<file path="src/rtl/tt_pkg.sv">
// Shared types and helpers for the truth-table extractor.
package tt_pkg;

  // Largest GUT fan-in the extractor supports.
  localparam int MAX_INPUTS = 4;

  // Sweep sequencer states.
  typedef enum logic [1:0] {
    IDLE   = 2'd0,
    SETTLE = 2'd1,
    SAMPLE = 2'd2,
    DONE   = 2'd3
  } tt_state_e;

  // Number of truth-table rows (and code bits) for an n-input gate.
  function automatic int tt_width(input int n);
    return 1 << n;
  endfunction

endpackage

</file>
<file path="src/rtl/tt_settle_timer.sv">
// Loadable down-counter that measures the settle interval for each row.
// zero is asserted while the count is 0; counting stops there.
module tt_settle_timer #(
  parameter int WIDTH = 2
) (
  input  logic             clk,
  input  logic             rst,
  input  logic             load,
  input  logic             en,
  input  logic [WIDTH-1:0] load_val,
  output logic             zero
);

  logic [WIDTH-1:0] cnt_q;
  logic [WIDTH-1:0] cnt_d;

  // Next count: load takes priority, otherwise decrement toward zero when enabled.
  always_comb begin
    // NOTE: assign a default first so every path drives cnt_d and no latch is inferred.
    cnt_d = cnt_q;
    if (load) begin
      cnt_d = load_val;
    end else if (en && (cnt_q != '0)) begin
      cnt_d = cnt_q - 1'b1;
    end
  end

  // Count register.
  always_ff @(posedge clk or posedge rst) begin
    // NOTE: state flops use non-blocking assignments so all flops update together.
    if (rst) begin
      cnt_q <= '0;
    end else begin
      cnt_q <= cnt_d;
    end
  end

  assign zero = (cnt_q == '0);

endmodule

</file>
<file path="src/rtl/truth_table_extractor.sv">
// Sweeps every input combination of a combinational gate under test,
// waits a settle interval per row, samples the gate output and packs the
// samples MSB-first (row 0 -> MSB) into a truth-table code.
// Optional feature: define TRUTH_TABLE_EXPECT_EN to add the expected/match
// ports that compare the extracted code against a reference.
module truth_table_extractor
  import tt_pkg::*;
#(
  parameter int N_INPUTS      = 3,
  parameter int SETTLE_CYCLES = 4
) (
  input  logic                          clk,
  input  logic                          rst,
  input  logic                          start,
  output logic [N_INPUTS-1:0]           stim,
  input  logic                          gut_out,
  output logic                          busy,
  output logic                          done,
  output logic                          valid,
  output logic [tt_width(N_INPUTS)-1:0] truth_table
`ifdef TRUTH_TABLE_EXPECT_EN
  ,
  input  logic [tt_width(N_INPUTS)-1:0] expected,
  output logic                          match
`endif
);

  localparam int W  = tt_width(N_INPUTS);
  localparam int RW = N_INPUTS + 1;
  localparam int CW = (SETTLE_CYCLES > 1) ? $clog2(SETTLE_CYCLES) : 1;

  localparam logic [RW-1:0] LAST_ROW   = RW'(W - 1);
  localparam logic [CW-1:0] SETTLE_MAX = CW'(SETTLE_CYCLES - 1);

  tt_state_e           state_q,  state_d;
  logic [RW-1:0]       row_q,    row_d;
  logic [N_INPUTS-1:0] stim_q,   stim_d;
  logic                busy_q,   busy_d;
  logic                done_q,   done_d;
  logic                valid_q,  valid_d;
  logic [W-1:0]        tt_q,     tt_d;
  logic [W-1:0]        shadow_q, shadow_d;
`ifdef TRUTH_TABLE_EXPECT_EN
  logic                match_q,  match_d;
`endif

  logic                timer_load;
  logic                timer_en;
  logic                timer_zero;
  logic [RW-1:0]       row_nxt;
  logic [N_INPUTS-1:0] bit_idx;

  assign row_nxt = row_q + RW'(1);
  // Row r lands at bit W-1-r, which is simply the bitwise complement of r.
  assign bit_idx = ~row_q[N_INPUTS-1:0];

  tt_settle_timer #(
    .WIDTH (CW)
  ) u_settle_timer (
    .clk      (clk),
    .rst      (rst),
    .load     (timer_load),
    .en       (timer_en),
    .load_val (SETTLE_MAX),
    .zero     (timer_zero)
  );

  // Sequencer next-state and registered-output logic.
  always_comb begin
    state_d    = state_q;
    row_d      = row_q;
    stim_d     = stim_q;
    busy_d     = busy_q;
    done_d     = 1'b0;
    valid_d    = valid_q;
    tt_d       = tt_q;
    shadow_d   = shadow_q;
`ifdef TRUTH_TABLE_EXPECT_EN
    match_d    = match_q;
`endif
    timer_load = 1'b0;
    timer_en   = 1'b0;

    unique case (state_q)
      IDLE: begin
        if (start) begin
          state_d    = SETTLE;
          row_d      = '0;
          stim_d     = '0;
          busy_d     = 1'b1;
          valid_d    = 1'b0;
          timer_load = 1'b1;
`ifdef TRUTH_TABLE_EXPECT_EN
          match_d    = 1'b0;
`endif
        end
      end
      SETTLE: begin
        if (timer_zero) begin
          state_d = SAMPLE;
        end else begin
          timer_en = 1'b1;
        end
      end
      SAMPLE: begin
        shadow_d[bit_idx] = gut_out;
        if (row_q == LAST_ROW) begin
          state_d = DONE;
          done_d  = 1'b1;
          busy_d  = 1'b0;
        end else begin
          state_d    = SETTLE;
          row_d      = row_nxt;
          stim_d     = row_nxt[N_INPUTS-1:0];
          timer_load = 1'b1;
        end
      end
      DONE: begin
        state_d = IDLE;
        tt_d    = shadow_q;
        valid_d = 1'b1;
`ifdef TRUTH_TABLE_EXPECT_EN
        match_d = (shadow_q == expected);
`endif
      end
      default: begin
        state_d = IDLE;
      end
    endcase
  end

  // State and output registers; reset aborts any sweep without publishing.
  always_ff @(posedge clk or posedge rst) begin
    if (rst) begin
      state_q  <= IDLE;
      row_q    <= '0;
      stim_q   <= '0;
      busy_q   <= 1'b0;
      done_q   <= 1'b0;
      valid_q  <= 1'b0;
      tt_q     <= '0;
      shadow_q <= '0;
`ifdef TRUTH_TABLE_EXPECT_EN
      match_q  <= 1'b0;
`endif
    end else begin
      state_q  <= state_d;
      row_q    <= row_d;
      stim_q   <= stim_d;
      busy_q   <= busy_d;
      done_q   <= done_d;
      valid_q  <= valid_d;
      tt_q     <= tt_d;
      shadow_q <= shadow_d;
`ifdef TRUTH_TABLE_EXPECT_EN
      match_q  <= match_d;
`endif
    end
  end

  assign stim        = stim_q;
  assign busy        = busy_q;
  assign done        = done_q;
  assign valid       = valid_q;
  assign truth_table = tt_q;
`ifdef TRUTH_TABLE_EXPECT_EN
  assign match       = match_q;
`endif

endmodule
</file>
<file path="config.mk">
export PLATFORM = sky130hd
export DESIGN_NAME = truth_table_extractor
export DESIGN_NICKNAME = d
export VERILOG_FILES = /design/src/rtl/tt_pkg.sv /design/src/rtl/tt_settle_timer.sv /design/src/rtl/truth_table_extractor.sv
export SDC_FILE = /design/constraint.sdc
export NUM_CORES = 1
export LEC_CHECK = 0
export CAP_MARGIN = 20
export CORE_UTILIZATION = 35
export DETAILED_ROUTE_END_ITERATION = 12
export PLACE_DENSITY = 0.61
export SYNTH_ARGS = -nofsm -noshare
export SYNTH_HDL_FRONTEND = slang
export SYNTH_SLANG_ARGS = --single-unit
</file>
<file path="constraint.sdc">
create_clock -name clk -period 4.25 [get_ports clk]
set_input_delay 1.275 -clock clk [delete_from_list [all_inputs] [get_ports clk]]
set_output_delay 1.275 -clock clk [all_outputs]
set_load 0.01 [all_outputs]
</file>
==> impl_metrics.ini <==
[critical_path]
crit_chain = clkdlybuf4s50_1
arrival_ns = 1.46
r2r_cells = 4
crit_path_max_incr_delay_ns = 0.60
r2r-start = row_q[0]$_DFFE_PP0P_
crit_buf_inv = 1
reg2reg_slack_ns = 2.55
path_delay_family = buffers and inverters
timing.critical_path.from = row_q[2]$_DFFE_PP0P_
start_kind = register
cp.required_ns = 2.97
regToRegEndpoint = row_q[0]$_DFFE_PP0P_
cp_slowest_cell = clkdlybuf4s50_1
path_max_fanout = 11
path_class = register to primary output
worstSetupEndpointType = primary output

[sta]
max_freq_ghz = 0.365
finClkSkew_ns = 0.0106
finalCritPeriodShare = 0.644
finalMaxSlewViolations = 0
hold_slack_ns = 0.509
rsz0062_at_grt = false
worstMarginPinSlew_ns = 0.514
hold_viol = 0
report.final.setup_viol = 0
fin_setup_tns_ns = 0
period_needed_ns = 2.74
max_slew_margin = 0.657

[route]
drt_first_pass_iters = 4
viasPerCell = 4.64
wirelength_um = 1850
vias = 715
ant_nets = 0
wire_per_inst_um = 12.0
drtIter0Drc = 10
route.detailed.drc = 0
routedLengthMet1_um = 987
routed.top_layer = met4
wl_met3_um = 28
wl_met2_um = 800

[synth]
async_flop_share = 1.00
yosys_warnings = 0
synth_seq_cells = 27
synth_xor_area_frac = 0.00729
synth_top_area_frac = 0.563
synth_fa_ha_area_frac = 0.0208
synth_edf_count = 0
synth-compound-area-share = 0.0458
synth_area_um2 = 1200
avgSynthCellArea_um2 = 12.9
synthSimpleGateAreaFrac = 0.148
ys_seq_area_frac = 0.563
syn-num-nets = 99
synth_cells = 93
synth.distinct_cells = 31
muxShareOfSynthArea = 0.171
synth_top_family_by_area = multiplexers
synth_area_leaders = dfrtp_1, mux2_2, nand2_1
synthFlopType = dfrtp_1
synth_top_area_cell = dfrtp_1

[floorplan]
dieArea_um2 = 3670
coreArea_um2 = 3150
die_w_um = 60.6
die_y_um = 60.6
io_pins = 18
start_util = 0.381
rows = 20

[global_routing]
grt_use_total = 0.126
antenna_found_initial = 0
grt-ovfl-total = 0
grt_pass1_wl_um = 3370
grt_max_degree = 28
grt_pass1_vias = 743

[min_path]
min_path_cells = 1
holdCritPathClass = register to register
min_from = u_settle_timer.cnt_q[1]$_DFFE_PP0P_
hold_end = u_settle_timer.cnt_q[1]$_DFFE_PP0P_

[placement]
place.gp.congestion = 0.805
port_buffers = 17
hpwlAfterDp_um = 1320

[power]
leakagePower_uw = 0.000659
peakVddDrop_v = 0.000264
power_per_cell_area_nw_per_um2 = 576

[outcome]
status = complete, no violations

[clocking]
cts_tree = yes
cts_max_level = 1
path_clk_slew_ns = 0.13
cts-resized-gates = 0
cts_hold_buf = 0
cts.sinks = 27
ctsRootBufferMaster = clkbuf_4
clock_insertion_delay_worst_skew_ns = 0.33
postCtsSetupBuffers = 0
numCtsBuffers = 3
max-clock-path-buffers = 2

[cells_and_area]
fin_nets = 117
drive_gt1_frac = 0.264
antenna_cells = 0
synthToLayoutAreaGrowth_pct = 19.4
fill_cells = 313

[run]
cap_violations = 0
## synthesized netlist by cell type (all sizes together), types with 2 or more instances
cell type / instances
dfrtp: 27
mux2: 17
nand2: 9
buf: 5
inv: 5
nand3: 3
nand3b: 3
a21oi: 2
ha: 2
nand2b: 2
nor2: 2
or3b: 2
## metal layers
layer | vias up | GRT usage
li1 | 357 | -
met1 | 343 | 0.178
met2 | 11 | 0.188
met3 | 4 | 0.0192
met4 | 0 | 0.0682
met5 | - | 0
## power by group
part           switching, uW  internal, uW
Sequential              64.5           340
Combinational            117           196
Clock                   74.0          35.3
## placed cells by master (no fill, tap or decap), types with 2 or more instances in the layout
cell	count
ha_1	2
mux2_2	16
clkbuf_4	3
nand2_1	9
inv_1	5
dfrtp_1	27
nand3b_1	2
clkdlybuf4s50_1	17
nand3_1	3
nor2_1	2
nand2b_1	2
## how the worst max path moves through the flow
stage | to | slack, ns | cells after the start
after global placement | row_q[3]$_DFFE_PP0P_ | 1.67 | 3
after detailed placement | row_q[3]$_DFFE_PP0P_ | 1.65 | 3
after floorplan | row_q[3]$_DFFE_PP0P_ | 2.18 | 2
after global routing | stim[2] | 1.41 | 1
after CTS | stim[0] | 1.49 | 1
final | stim[2] | 1.51 | 1
## final cells by class
cell class	count	area, um2	area share
Clock inverter	1	5.00	0.00349
Multi-Input combinational cell	56	472	0.329
Clock buffer	3	22.5	0.0157
Timing Repair Buffer	18	185	0.129
Tap cell	44	55.1	0.0384
Inverter	5	18.8	0.0131
Sequential cell	27	676	0.471
## sequential cells by signal (all words and copies together), names as in the netlist
name,flops
shadow_q,8
truth_table,8
busy,1
row_q,4
valid,1
u_settle_timer.cnt_q,2
state_q,2
done,1
## stage by stage
stage	power [uW]	setup WS [ns]	util	cell area (um2)	cells
6_report	826	1.51	0.455	1430	154
5_1_grt	899	1.41	0.455	1430	154
4_1_cts	839	1.49	0.450	1420	153
3_5_place_dp	726	1.65	0.441	1390	149
3_3_place_gp	721	1.67	0.441	1390	149
2_1_floorplan	608	2.18	-	1200	93
## cells by family after synthesis
group | Yosys count
flip-flops | 27
multiplexers | 18
adder cells (fa/ha/maj) | 2
buffers and inverters | 10
AO/OA/AOI/OAI | 7
AND/OR/NAND/NOR | 28
XOR/XNOR | 1
Power figures use the tool's default switching activity.
